### src/rtl/m_wb_stage.sv
// m_wb_stage: M->WB pipeline register carrying result, PC, exception info and ROB tag.
// Latency: exactly one cycle, every output straight from a flop; sync active-low reset clears all.
// Backpressure: none by default; define M_WB_STAGE_STALL_EN to add a stall input that freezes the register.
module m_wb_stage #(
  parameter int WORD_SIZE = 32,
  parameter int ROB_ID_W  = 7
) (
  input  logic                 clk,
  input  logic                 reset,
`ifdef M_WB_STAGE_STALL_EN
  input  logic                 stall,
`endif
  input  logic [1:0]           instruction_type,
  input  logic [WORD_SIZE-1:0] pc,
  input  logic                 exception,
  input  logic [WORD_SIZE-1:0] virtual_addr_exception,
  input  logic [WORD_SIZE-1:0] aluResult,
  input  logic [ROB_ID_W-1:0]  rob_id,
  input  logic                 valid,
  output logic [1:0]           instruction_type_out,
  output logic [WORD_SIZE-1:0] pc_out,
  output logic                 exception_out,
  output logic [WORD_SIZE-1:0] virtual_addr_exception_out,
  output logic [WORD_SIZE-1:0] aluResult_out,
  output logic [ROB_ID_W-1:0]  rob_id_out,
  output logic                 valid_out
);

  typedef struct packed {
    logic [1:0]           instruction_type;
    logic [WORD_SIZE-1:0] pc;
    logic                 exception;
    logic [WORD_SIZE-1:0] virtual_addr_exception;
    logic [WORD_SIZE-1:0] aluResult;
    logic [ROB_ID_W-1:0]  rob_id;
    logic                 valid;
  } wb_t;

  wb_t wb_q;
  wb_t wb_d;
  logic hold;

`ifdef M_WB_STAGE_STALL_EN
  assign hold = stall;
`else
  assign hold = 1'b0;
`endif

  // Next state: hold current contents while stalled, otherwise capture the M-stage slot.
  // Payload is captured even for invalid slots; only the exception flag is qualified so a
  // bubble can never present an exception downstream.
  always_comb begin
    wb_d = wb_q;
    if (!hold) begin
      wb_d.instruction_type       = instruction_type;
      wb_d.pc                     = pc;
      wb_d.exception              = exception & valid;
      wb_d.virtual_addr_exception = virtual_addr_exception;
      wb_d.aluResult              = aluResult;
      wb_d.rob_id                 = rob_id;
      wb_d.valid                  = valid;
    end
  end

  // State register: reset wins over stall and data, discarding any in-flight instruction.
  always_ff @(posedge clk) begin
    if (!reset) begin
      wb_q <= '0;
    end else begin
      wb_q <= wb_d;
    end
  end

  assign instruction_type_out       = wb_q.instruction_type;
  assign pc_out                     = wb_q.pc;
  assign exception_out              = wb_q.exception;
  assign virtual_addr_exception_out = wb_q.virtual_addr_exception;
  assign aluResult_out              = wb_q.aluResult;
  assign rob_id_out                 = wb_q.rob_id;
  assign valid_out                  = wb_q.valid;

endmodule

### config.mk
export PLATFORM = sky130hd
export DESIGN_NAME = m_wb_stage
export DESIGN_NICKNAME = d
export VERILOG_FILES = /design/src/rtl/m_wb_stage.sv
export SDC_FILE = /design/constraint.sdc
export NUM_CORES = 1
export LEC_CHECK = 0
export ABC_CLOCK_PERIOD_IN_PS = 800
export CAP_MARGIN = 20
export CORE_MARGIN = 2
export CORE_UTILIZATION = 33
export DETAILED_ROUTE_END_ITERATION = 6
export PLACE_DENSITY = 0.78
export SYNTH_ARGS = -nofsm -noshare
export SYNTH_HDL_FRONTEND = slang
export SYNTH_SLANG_ARGS = --single-unit
### constraint.sdc
create_clock -name clk -period 0.8 [get_ports clk]
set_input_delay 0.16 -clock clk [delete_from_list [all_inputs] [get_ports clk]]
set_output_delay 0.16 -clock clk [all_outputs]
set_load 0.01 [all_outputs]
Yosys cells after proc, flatten, opt, wreduce, memory -nomap -nowiden
Index checks and enable logic that the tools add are counted.
{ "totals": {"regBits": 107, "input_bits": 109, "output_inout_bits": 107, "wordCells": 8} }
{ "classes": {"bitwise_logic": 1} }
{ "ops": {"columns": ["cell", "n"], "rows": [
  ["bitwise AND 1 bit", 1]
]} }

Depth between registers and ports, before layout
Gate-level depths: netlist of the first run.
{ "depth": {"depth_word": 1, "ltp_mapped": 3, "depth_no_buf": 1} }

Least setup slack after synthesis of the first run
OpenSTA, ideal clock, no wires.
{ "synth_path": {"path_kind": "input to register", "start": "input reset", "end": "register wb_q, in the netlist pc_out[0]", "setup_time_ps": 115, "t_arrival_ps": 505, "required_ps": 685, "setup_slack_ps": 180, "path_stages": 3, "path_buffers": 2, "path_cell_list": "buf_6 buf_6 and2_1"} }
{ "synth_rtl": {"columns": ["item", "line_no", "rtl"], "rows": [
  ["start, declared", "9", "input logic reset,"],
  ["end signal, assigned", "70", "wb_q <= wb_d;"],
  ["end, declared", "39", "wb_t wb_q;"]
]} }
No word-level cell between the ends.

Worst setup path in the final report of the first run
{ "layout_path": {"start": "register wb_q, in the netlist aluResult_out[14]", "end": "output aluResult_out[14]"} }
{ "layout_rtl": {"columns": ["item", "line_no", "rtl"], "rows": [
  ["end, declared", "24", "output logic [WORD_SIZE-1:0] aluResult_out,"]
]} }
No word-level cell between the ends.

==> metrics.csv, run 1 <==
metric,value,unit
post-route-period-util,1.208,
clkSinkCount,107,
drive_above_1_share,0.3960,
drt_iter0_drc,29,
finalWirelength,7393,µm
port_buffers,215,
syn_inst,225,
slew_headroom,0.8806,
p_sw_frac,0.2264,
n_antenna_cell,0,
path_cells,buf_2,
ys_ff_latch,107,
drtPass1Iterations,4,
leakage,2.308,nW
ant_nets,0,
ir_drop,1.182,mV
register_area,2207,µm²
worstPathMaxFanout,1,
crit_path_start_kind,flip-flop,
p_total,10.22,mW
vias,2215,
wl_per_cell,13.32,µm
cts_root_buf,clkbuf_8,
p_clk_frac,0.305,
fin_crit,966.5,ps
worst_slack,-166.5,ps
cts_made_buffers,9,
multi_input_area,669.4,µm²
power_frac_seq,0.560,
status,"finished, violations left",
tns,-15430,ps
drv_cap,0,
syn_area,2892,µm²
num_rows,34,
final_common_cell,clkdlybuf4s50_1,
fp.coreArea,8593,µm²
syn_nets,334,
antenna_found_initial,0,
violations,setup timing,
crit_family,flip-flops,
slowest_delay,330,ps
yosysWarnings,0,
fillers,705,
hold_viol_final,0,
crit_path_end_kind,output port,
grt_pass1_wl,11810,µm
nets,551,
die_w,97.61,µm
area_growth,79.06,%
finalSetupViolCount,107,
initial_utilization,0.3365,
cts_buffer_depth,2,
max_freq,1.035,GHz
ioPinCount,216,
synthDistinctLibCells,5,
path_buf_inv,1,
arrival,810,ps
cts_tree,built,
yosysSeqAreaShare,0.7408,
postCtsSetupBuffers,0,
dp_hpwl,5538,µm
grt_setup_unrepaired,yes,
htreeDepth,3,
finalNonFillerCells,555,
overflow,0,
dp_cells,539,
hold_path_class,in2reg,
gr-usage-all-layers,0.1576,
p_per_area,1974,nW/µm²
holdBufCountCts,0,
critical_path_required,640,ps
cp_slowest_cell,dfxtp_1,
intPower,7.905,mW
switching_power,2.314,mW
path_clk_slew,100,ps
slew_violations,0,
viasPerCell,3.991,
syn_area_per_cell,12.85,µm²
die_area,9527,µm²
grt_pass1_vias,2394,
most-common-layout-cells,"clkdlybuf4s50_1, and2_1, buf_2",
dieHeight,97.61,µm
path_class,reg2out,
gp_congestion,0.7561,
whs,286.5,ps
drcViolationCount,0,
p_comb_frac,0.135,
grt_max_degree,61,
max_slew.worst_pin.slew,179.1,ps
[worst paths after layout]
check         startpoint           endpoint  slack (ps)  depth (start not counted)
max    aluResult_out[14]  aluResult_out[14]        -170                          1
min                reset  aluResult_out[24]         290                          3
[cell type report]
class / count / area share
clock buffers: 12 / 0.02997
clock inverters: 4 / 0.006525
multi-input cells: 107 / 0.1293
flip-flops and latches: 107 / 0.4263
well taps: 108 / 0.02610
repair buffers: 217 / 0.3818
[per-layer routing]
| metal | track usage | vias to the layer above | part of all wire | wire (µm) |
|---|---|---|---|---|
| met5 | 0 | - | 0 | 0 |
| met4 | 0.05876 | 0 | 0.014 | 102 |
| met3 | 0.07770 | 7 | 0.11 | 815 |
| met2 | 0.2658 | 132 | 0.50 | 3692 |
| met1 | 0.1705 | 968 | 0.38 | 2784 |
| li1 | - | 1108 | - | - |
[logic make-up after synthesis]
| family | synth area share |
|---|---|
| AND/OR/NAND/NOR | 0.2315 |
| buffers and inverters | 0.02769 |
| flip-flops | 0.7408 |
[cell usage after synthesis, drive strengths merged]
master	count	area share
buf	11	0.028
and2	106	0.23
and3	1	0.0022
dfxtp	107	0.74
[per-stage QoR]
stage | util | setup slack (ps) | instance area [µm²]
after floorplan | - | 180.3 | 2892
after global placement | 0.5974 | -235.8 | 5134
after detailed placement | 0.5974 | -222.8 | 5134
after CTS | 0.5727 | -204.0 | 4921
after global routing | 0.6025 | -222.7 | 5177
final | 0.6025 | -166.5 | 5177
[state kept, by name, indices dropped and copies added, names as in the netlist]
signal / count
rob_id_out: 7
exception_out: 1
valid_out: 1
virtual_addr_exception_out: 32
aluResult_out: 32
instruction_type_out: 2
pc_out: 32
[power groups by stage]
stage               logic (mW)  registers [mW]  clock network (mW)
floorplan                0.236            5.96                   0
global placement          1.48            5.80                   0
detailed placement        1.51            5.81                   0
CTS                       1.30            5.69                3.24
global route              1.48            5.76                3.46
finish                    1.38            5.73                3.11
[repair_timing]
item,CTS,global route
cloned,0,0
resized for setup,467,70
endpoints found under the setup margin,107,107
Note: power is estimated with default switching activity, not from simulation.
==> inputs of run 2 (changes only) <==
CORE_MARGIN = 1.5   (was 2)
==> run 2 against run 1 <==
The flow still finishes with violations (setup timing). Critical path type unchanged. Power up 2.8%. Combinational power about the same. Largest cell class unchanged. Fmax down 0.35%. Cell count down 0.36%. Sequential power about the same. First-iteration DRC count down 34%. Final area up 1.0%.
==> metrics.csv, run 2 (synthesis gave the netlist of run 1 again) <==
metric,value,unit
status,"finished, violations left",
violations,setup timing,
overflow,0,
crit_path_start_kind,flip-flop,
hold_path_end,virtual_addr_exception_out[1],
leakage,2.334,nW
grt_max_degree,46,
critical_path_required,640,ps
wl_per_cell,13.85,µm
worstPathMaxFanout,1,
finalSetupViolCount,107,
worst_slack,-169.8,ps
slowest_delay,330,ps
dp_hpwl,5877,µm
holdBufCountCts,0,
grt_pass1_vias,2363,
drv_cap,0,
cts_buffer_depth,2,
hold_path_startpoint,reset,
path_buf_inv,1,
tns,-16080,ps
finalCoreUtilization,0.6271,
path_class,reg2out,
most-common-layout-cells,"clkdlybuf4s50_1, and2_1, dfxtp_2, buf_6, buf_2",
drcViolationCount,0,
preCtsSetupSlack,-236.0,ps
cp_slowest_cell,dfxtp_1,
crit_family,flip-flops,
grt_pass1_wl,11990,µm
hold_viol_final,0,
nets,552,
drtPass1Iterations,4,
cts_root_buf,clkbuf_8,
hold_depth,3,
drt_iter0_drc,19,
post-route-period-util,1.212,
cts_tree,built,
gp_congestion,0.7586,
die_w,96.61,µm
vias,2264,
viasPerCell,4.094,
finalWirelength,7657,µm
ant_nets,0,
arrival,810,ps
die_area,9333,µm²
fp.coreArea,8341,µm²
slew_headroom,0.9070,
cts_made_buffers,9,
area_growth,80.87,%
htreeDepth,3,
hold_path_class,in2reg,
path_cells,buf_2,
slew_violations,0,
dieHeight,96.61,µm
fin_crit,969.8,ps
drive_above_1_share,0.4085,
n_antenna_cell,0,
port_buffers,215,
path_clk_slew,100,ps
clkSinkCount,107,
antenna_found_initial,0,
ir_drop,0.9428,mV
p_total,10.51,mW
max_slew.worst_pin.slew,139.6,ps
num_rows,33,
initial_utilization,0.3467,
crit_path_end_kind,output port,
gr-usage-all-layers,0.1641,
grt_setup_unrepaired,yes,
ioPinCount,216,
p_per_area,2009,nW/µm²
max_freq,1.031,GHz
final_common_cell,clkdlybuf4s50_1,
run 2: cell count changes in the layout (fill, tap and decap cells not counted), sizes merged:
cell	change
buf	+1
bufinv	+1
clkbuf	-2
clkinvlp	-1
inv	+2
run 2: routing by layer:
metal / vias to the layer above / share of wire / global-route usage
li1: 1108 / - / -
met1: 1001 / 0.39 / 0.1788
met5: - / 0 / 0
met3: 10 / 0.11 / 0.08382
met4: 0 / 0.017 / 0.05574
met2: 145 / 0.49 / 0.2749
run 2: worst max path at each step:
stage                                               from                              to  slack (ps)  depth (start not counted)
final                     virtual_addr_exception_out[21]  virtual_addr_exception_out[21]        -170                          1
after global routing                          pc_out[12]                      pc_out[12]        -220                          1
after CTS                               aluResult_out[8]                aluResult_out[8]        -190                          1
after detailed placement         instruction_type_out[0]         instruction_type_out[0]        -240                          1
after global placement           instruction_type_out[0]         instruction_type_out[0]        -250                          1
after floorplan                                    reset                       pc_out[0]         180                          3
run 2: report_power, final:
part | switching (mW) | internal [mW]
registers | 0.0979 | 5.64
logic | 0.439 | 0.955
clock network | 1.81 | 1.57
total | 2.35 | 8.16
run 2: what timing repair did:
item,4_1_cts,5_1_grt
buffers inserted,0,0
hold endpoints to repair,0,0
pin swaps,0,0
setup endpoints to repair,107,107
resized for setup,462,78
run 2: final cells by class:
type	count	area, µm²
Fill cell	674	3110
Multi-Input combinational cell	107	669.4
Clock inverter	6	70.07
Tap cell	105	131.4
Timing Repair Buffer	218	2009
Sequential cell	107	2212
Clock buffer	10	137.6
run 2: stage by stage:
stage	cells	instance area, µm²	hold WS, ps
finish	553	5230	278.9
detailed placement	537	5137	675.9
floorplan	225	2892	281.7
global placement	537	5137	669.6
global route	553	5230	276.8
CTS	553	4942	277.5
==> inputs of run 3 (changes only) <==
GPL_ROUTABILITY_DRIVEN = 1   (was not set)
SETUP_SLACK_MARGIN = 0.2   (was not set)
==> run 3 against run 2 <==
The run still ends with setup timing left. Sequential share of layout area grew 0.26 points. Utilization shrank 0.56 points. First-iteration DRC count shrank 11%. Final area shrank 0.89%.
==> metrics.csv, run 3 (synthesis gave the netlist of run 1 again) <==
metric,value,unit
wl_per_cell,13.62,µm
holdBufCountCts,0,
fillers,684,
slowest_delay,330,ps
area_growth,79.27,%
placed_area,5137,µm²
ant_nets,0,
vias,2247,
leakage,2.317,nW
grt_pass1_wl,11940,µm
die_w,96.61,µm
p_total,10.25,mW
ioPinCount,216,
hold_viol_final,0,
violations,setup timing,
hold_path_class,in2reg,
clkSinkCount,107,
grt_max_degree,51,
drtPass1Iterations,2,
max_slew.worst_pin.slew,158.3,ps
fin_crit,962.2,ps
fp.coreArea,8341,µm²
tns,-14840,ps
antenna_found_initial,0,
p_per_area,1977,nW/µm²
drcViolationCount,0,
grt_pass1_vias,2355,
finalWirelength,7532,µm
path_buf_inv,1,
status,"finished, violations left",
htreeDepth,3,
final_common_cell,clkdlybuf4s50_1,
finalSetupViolCount,107,
gr-usage-all-layers,0.1621,
viasPerCell,4.063,
arrival,800,ps
port_buffers,215,
cp.depth,1,
postLayoutCellArea,5184,µm²
crit_path_start_kind,flip-flop,
cts_tree,built,
die_area,9333,µm²
slew_violations,0,
num_rows,33,
path_cells,buf_2,
initial_utilization,0.3467,
nets,552,
most-common-layout-cells,"clkdlybuf4s50_1, and2_1, buf_2",
slew_headroom,0.8945,
gp_congestion,0.7628,
crit_family,flip-flops,
drt_iter0_drc,17,
worstPathMaxFanout,1,
cts_buffer_depth,2,
cts_root_buf,clkbuf_8,
cp_slowest_cell,dfxtp_1,
path_clk_slew,100,ps
crit_start,virtual_addr_exception_out[4],
path_class,reg2out,
ir_drop,1.019,mV
worst_slack,-162.2,ps
post-route-period-util,1.203,
overflow,0,
crit_path_end_kind,output port,
dp_hpwl,5883,µm
critical_path_required,640,ps
drive_above_1_share,0.3973,
postCtsSetupBuffers,0,
max_freq,1.039,GHz
cts_made_buffers,9,
grt_setup_unrepaired,yes,
drv_cap,0,
dieHeight,96.61,µm
n_antenna_cell,0,
worstSetupEndpoint,virtual_addr_exception_out[4],
run 3: timing repair:
action                     CTS  global route
gates resized for setup    466            64
setup endpoints to repair  107           107
hold endpoints to repair     0             0
run 3: cell type report:
class                           instances  area, µm²  share of cell area
Sequential cell                       107       2206              0.4255
Timing Repair Buffer                  218       1978              0.3816
Multi-Input combinational cell        107      669.4              0.1291
Clock inverter                          4      33.78            0.006517
Clock buffer                           12      165.2             0.03186
Tap cell                              105      131.4             0.02534
run 3: how the worst min path moves through the flow:
stage / from / endpoint / cells past startpoint
after detailed placement: reset / virtual_addr_exception_out[20] / 3
after global placement: reset / virtual_addr_exception_out[26] / 3
final: reset / virtual_addr_exception_out[26] / 3
after global routing: reset / virtual_addr_exception_out[26] / 3
after CTS: reset / rob_id_out[1] / 3
after floorplan: pc[29] / pc_out[29] / 1
run 3: through the flow:
| step | worst slack [ps] | utilization | cells | hold slack (ps) |
|---|---|---|---|---|
| 2_1_floorplan | 183.8 | - | 225 | 281.7 |
| 5_1_grt | -214.2 | 0.6215 | 553 | 255.8 |
| 3_3_place_gp | -214.5 | 0.6160 | 537 | 616.3 |
| 4_1_cts | -193.9 | 0.5927 | 553 | 245.9 |
| 6_report | -162.2 | 0.6215 | 553 | 263.3 |
| 3_5_place_dp | -214.9 | 0.6160 | 537 | 615.6 |
run 3: power by group:
part	internal, mW	total [mW]	leakage (nW)	switching [mW]
clock network	1.41	3.14	0.0988	1.73
registers	5.63	5.73	0.905	0.0907
logic	0.940	1.38	1.31	0.445
total	7.98	10.2	2.32	2.27
run 3: metal layers:
metal | share of wire | track usage | up-vias
li1 | - | - | 1105
met1 | 0.39 | 0.1757 | 979
met2 | 0.47 | 0.2684 | 149
met3 | 0.12 | 0.07587 | 14
met4 | 0.023 | 0.07469 | 0
met5 | 0 | 0 | -
==> RTL edit 1 (settings of run 1) <==
Add a define of `M_WB_STAGE_STALL_EN`.
--- a/src/rtl/m_wb_stage.sv
+++ b/src/rtl/m_wb_stage.sv
@@ -2,4 +2,6 @@
 // Latency: exactly one cycle, every output straight from a flop; sync active-low reset clears all.
 // Backpressure: none by default; define M_WB_STAGE_STALL_EN to add a stall input that freezes the register.
+`define M_WB_STAGE_STALL_EN
+
 module m_wb_stage #(
   parameter int WORD_SIZE = 32,
Ports: changed (added stall); port bits go from 216 to 217. The function was not compared with the original's and may differ.
==> RTL edit 1 against run 1 <==
- power increased by 21%
- area after synthesis increased by 40%
- highest routed layer unchanged
- largest power group unchanged
- final cell count increased by 34%
- first-iteration DRC count increased to 3.7 times the old value
- count of clock-buffer cells in the layout unchanged
- the run still ends with negative setup slack left
- final area increased by 38%
- die area increased by 38%
- sequential cell count unchanged
- worst setup slack improved by 13 ps
- synthesized cell count increased by 54%
- critical path type unchanged
- wire length increased by 51%
==> RTL edit 1: results (changes against run 1) <==
Worst Path Max Fanout = 2 (+1)
Place WS = -255 ps (-31.8 ps)
synth cell count leaders = dfxtp_1 (107), mux2i_1 (105), nor2b_1 (105)
clk root buf = clkbuf_16
initial DRC count = 107 (+270%)
first-pass GRT wire length = 17,000 µm (+44%)
NumNets Final = 700 (+27%)
layout overhead on the synthesized area = 77.6%
worst flop-to-flop path endpoint = pc_out[26]$_SDFFE_PN0N_
hold_ws = 241 ps (-45.9 ps)
all-layer global routing usage = 16.8% (+1.0 points)
# port buffers = 216 (+0.47%)
Filler cells = 979 (+39%)
Synth area leaders = dfxtp_1 (53%), mux2i_1 (26%), nor2b_1 (16%)
final WL = 11,200 µm (+51%)
drt pass-1 iters = 3 (-1)
proportion of layout cells with a drive suffix above 1 = 45.8% (+6.2 points)
PnR worst setup slack = -154 ps (+12.9 ps)
via count = 3,343 (+51%)
delay-heaviest family, CP = flip-flops
final setup vio count = 108 (+0.93%)
number of global-route vias before repair = 3,384 (+41%)
failing checks = negative setup slack
Crit-path slowest cell = dfxtp_2
Placer Congestion = 0.748 (-1.1%)
hold_sp = stall
peak supply drop = 1.08 mV (-8.9%)
outcome = complete, but fails checks
critical path arrival = 790 ps (-20 ps)
P_int = 9.46 mW (+20%)
P_leak = 3.19 nW (+38%)
Cell variety after synth = 14 (+9)
cell area after placement = 6460 µm² (+26%)
synthesized net count = 457 (+37%)
Worst-path clk slew = 70 ps (-30 ps)
post-DP HPWL = 8060 µm (+46%)
CP max stage delay = 350 ps (+20 ps)
sequential share of the synthesized area = 53.1% (-21 points)
max_slew headroom = 85.7% (-2.4 points)
largest net degree at the start of global routing = 59 (-3.3%)
WHS Endpoint = aluResult_out[21]$_SDFFE_PN0N_
[RTL edit 1: cell count changes in the layout (fill, tap and decap cells not counted), moves of 3 or more]
cell       delta
and2_1      -106
nor2b_1     +105
mux2i_1     +102
buf_6        +64
buf_2        -55
dfxtp_1      -55
dfxtp_2      +55
buf_4        +26
clkbuf_8     -10
clkbuf_16     +9
buf_12        +4
clkinv_2      +3
mux2i_2       +3
[RTL edit 1: what timing repair did]
item	4_1_cts	5_1_grt
buffers inserted	14	6
setup endpoints to repair	107	113
gates resized for setup	643	11
[RTL edit 1: routing by layer]
layer,track usage [%],vias up,routed length [µm]
met2,29.6,135,5700
li1,-,1631,-
met3,5.35,12,877
met1,18.5,1565,4420
met4,6.91,0,196
met5,0,-,0
[RTL edit 1: cell type report]
type                       count  area [µm²]  share of cell area (%)
tap                          147         184                    2.57
multi-input combinational    216        1750                    24.4
sequential                   107        2280                    31.7
clock buffer                  12         246                    3.44
clock inverter                 3        15.0                   0.209
timing repair buffer         256        2700                    37.6
[RTL edit 1: kinds of logic (layout without fill, tap and decap cells)]
logic type / Yosys count / in the layout / synth area share (%)
AOI/OAI and AO/OA: 2 / 2 / 0.310
buffers and inverters: 24 / 271 / 3.87
DFF: 107 / 107 / 53.1
muxes: 105 / 105 / 26.0
and+or+nand+nor: 109 / 109 / 16.7
[RTL edit 1: worst max path at each step]
stage / start / to / slack [ps] / depth (start not counted)
4_1_cts: virtual_addr_exception_out[3]$_SDFFE_PN0N_ / virtual_addr_exception_out[3] / -170 / 1
5_1_grt: virtual_addr_exception_out[3]$_SDFFE_PN0N_ / virtual_addr_exception_out[3] / -190 / 1
3_3_place_gp: virtual_addr_exception_out[3]$_SDFFE_PN0N_ / virtual_addr_exception_out[3] / -250 / 1
6_report: pc_out[26]$_SDFFE_PN0N_ / pc_out[26] / -150 / 1
2_1_floorplan: stall / pc_out[12]$_SDFFE_PN0N_ / -80 / 5
3_5_place_dp: virtual_addr_exception_out[3]$_SDFFE_PN0N_ / virtual_addr_exception_out[3] / -250 / 1
[RTL edit 1: power by group through the flow]
stage	clock network, mW	logic [mW]	registers (mW)
6_report	4.02	2.39	5.94
3_3_place_gp	0	2.20	5.91
2_1_floorplan	0	0.745	6.07
4_1_cts	4.13	2.36	5.93
5_1_grt	4.38	2.56	5.97
3_5_place_dp	0	2.25	5.93
[RTL edit 1: metrics by stage]
| stage | cells | power, mW | setup TNS (ps) |
|---|---|---|---|
| final | 741 | 12.3 | -14970 |
| after global placement | 707 | 8.11 | -36810 |
| after detailed placement | 707 | 8.18 | -40550 |
| after CTS | 736 | 12.4 | -17010 |
| after global routing | 741 | 12.9 | -18150 |
| after floorplan | 347 | 6.81 | -1380 |
==> RTL edit 2 (flow settings as in run 1) <==
Without the edit above. Register the output `rob_id_out`; this adds one clock of latency there. The other outputs are not delayed to match.
--- a/src/rtl/m_wb_stage.sv
+++ b/src/rtl/m_wb_stage.sv
@@ -77,5 +77,7 @@
   assign virtual_addr_exception_out = wb_q.virtual_addr_exception;
   assign aluResult_out              = wb_q.aluResult;
-  assign rob_id_out                 = wb_q.rob_id;
+  always_ff @(posedge clk) begin
+    rob_id_out <= wb_q.rob_id;
+  end
   assign valid_out                  = wb_q.valid;
 
Formal check against the unedited RTL: not equivalent (Yosys sat finds a counterexample within 4 cycles, from zero or initial values and one cycle with reset low).
==> RTL edit 2 against run 1 <==
- the flow still finishes with violations (negative setup slack)
- die area grew 29%
- worst setup slack lost 34 ps
- wire length rose by 5.3%
- sequential cell count increased by 7
- final area rose by 11%
- worst hold slack worse by 45 ps
- area after synthesis rose by 30%
- critical path type unchanged
- critical endpoint is now rob_id_out[1]
- via count rose by 5.5%
- power up 41%
- highest routed layer unchanged
- first-iteration DRC count increased by 110%
- utilization shrank 9.4 points
- critical path depth unchanged
- sequential power grew 6.8%
==> RTL edit 2: results (changes against run 1) <==
peak supply drop = 1.38 mV (+17%)
worst flop-to-flop path endpoint = rob_id_out[3]$_DFF_P_
CP max stage delay = 320 ps
Reg-to-Reg Start = wb_q[4]$_SDFF_PN0_
NumNets Final = 566 (+2.7%)
# port buffers = 215 (unchanged)
clock buffer depth = 2 (unchanged)
Worst-path clk slew = 50 ps (-50 ps)
Slew @ Worst Pin = 181 ps (+1.68 ps)
Cell variety after synth = 6 (+1)
Synthesis Warnings = 0 (unchanged)
CP Capture Point = rob_id_out[1]
drt via density = 3.82 (-4.3%)
PnR worst setup slack = -201 ps (-34.5 ps)
all-layer global routing usage = 13.5% (-2.2 points)
critical path arrival = 840 ps (+30 ps)
largest net degree at the start of global routing = 59 (-3.3%)
sequential share of the synthesized area = 60.6% (-14 points)
clk root buf = clkbuf_16
number of global-route vias before repair = 2,505 (+4.6%)
failing checks = negative setup slack
H-tree levels = 4 (+1)
Worst Path Max Fanout = 1 (unchanged)
WL met1 = 3060 µm (+9.8%)
outcome = complete, but fails checks
proportion of layout cells with a drive suffix above 1 = 40.5% (+0.91 points)
setup TNS = -19,070 ps (-3640 ps)
cell area after placement = 5320 µm² (+3.6%)
synthesized net count = 439 (+31%)
clock latency on the worst-skew pair = 400 ps
first-pass GRT wire length = 12,700 µm (+7.2%)
final WL = 7790 µm (+5.3%)
drt pass-1 iters = 3 (-1)
highest metal layer with signal wires = met4
Placer Congestion = 0.799 (+5.7%)
dominant cell type by area after synthesis = dfxtp_1
initial DRC count = 61 (+110%)
Place WS = -248 ps (-25.1 ps)
initial antenna violation count = 0 (unchanged)
Inserted Clock Buffers = 17 (+8)
P_leak = 2.56 nW (+11%)
Worst setup startpoint = rob_id_out[1]$_DFF_P_
synth cell count leaders = dfxtp_1 (114), and2_1 (106), buf_4 (98)
final setup vio count = 107 (unchanged)
met2 wire length = 3630 µm (-1.6%)
Cell Pwr Density = 2510 nW/µm² (+27%)
Synth area leaders = dfxtp_1 (61%), buf_4 (20%), and2_1 (18%)
Main synth FF type = dfxtp_1
post-DP HPWL = 5810 µm (+5.0%)
Crit-path slowest cell = dfxtp_2
met3 wire length = 941 µm (+15%)
## RTL edit 2: cell families (layout without fill, tap and decap cells)
kind of cell	after synthesis	after routing	synth area share, %
and+or+nand+nor	107	107	17.8
buffers and inverters	109	248	21.7
DFF	114	114	60.6
## RTL edit 2: metal layers
layer	vias up	GRT usage [%]
li1	1150	-
met1	1027	14.2
met2	146	21.3
met3	14	7.82
met4	0	7.25
met5	-	0
## RTL edit 2: area by class of cell
cell class / count / area [µm²]
Clock buffer: 27 / 543
Tap cell: 143 / 179
Timing Repair Buffer: 217 / 1970
Multi-Input combinational cell: 107 / 669
Clock inverter: 4 / 20.0
Fill cell: 1007 / 5540
Sequential cell: 114 / 2350
## RTL edit 2: worst min path at each step
| stage | endpoint | slack, ps | cells past startpoint |
|---|---|---|---|
| after CTS | wb_q[1]$_SDFF_PN0_ | 230 | 3 |
| final | aluResult_out[3]$_SDFF_PN0_ | 240 | 3 |
| after floorplan | instruction_type_out[0]$_SDFF_PN0_ | 280 | 1 |
| after global placement | rob_id_out[6]$_DFF_P_ | 310 | 0 |
| after detailed placement | rob_id_out[5]$_DFF_P_ | 310 | 0 |
| after global routing | aluResult_out[12]$_SDFF_PN0_ | 240 | 3 |
## RTL edit 2: stage by stage
stage | utilization, % | std cells
6_report | 50.8 | 612
5_1_grt | 50.8 | 612
4_1_cts | 48.5 | 612
3_5_place_dp | 47.2 | 581
3_3_place_gp | 47.2 | 581
2_1_floorplan | - | 330
## RTL edit 2: timing repair
item	CTS	global route
gates resized for setup	464	69
endpoints found under the hold margin	0	0
setup endpoints to repair	107	107
## RTL edit 2: power breakdown
group / internal, mW / total (mW) / switching (mW)
combinational: 0.937 / 1.38 / 0.441
sequential: 6.03 / 6.12 / 0.0984
clock: 4.57 / 6.89 / 2.32
total: 11.5 / 14.4 / 2.86
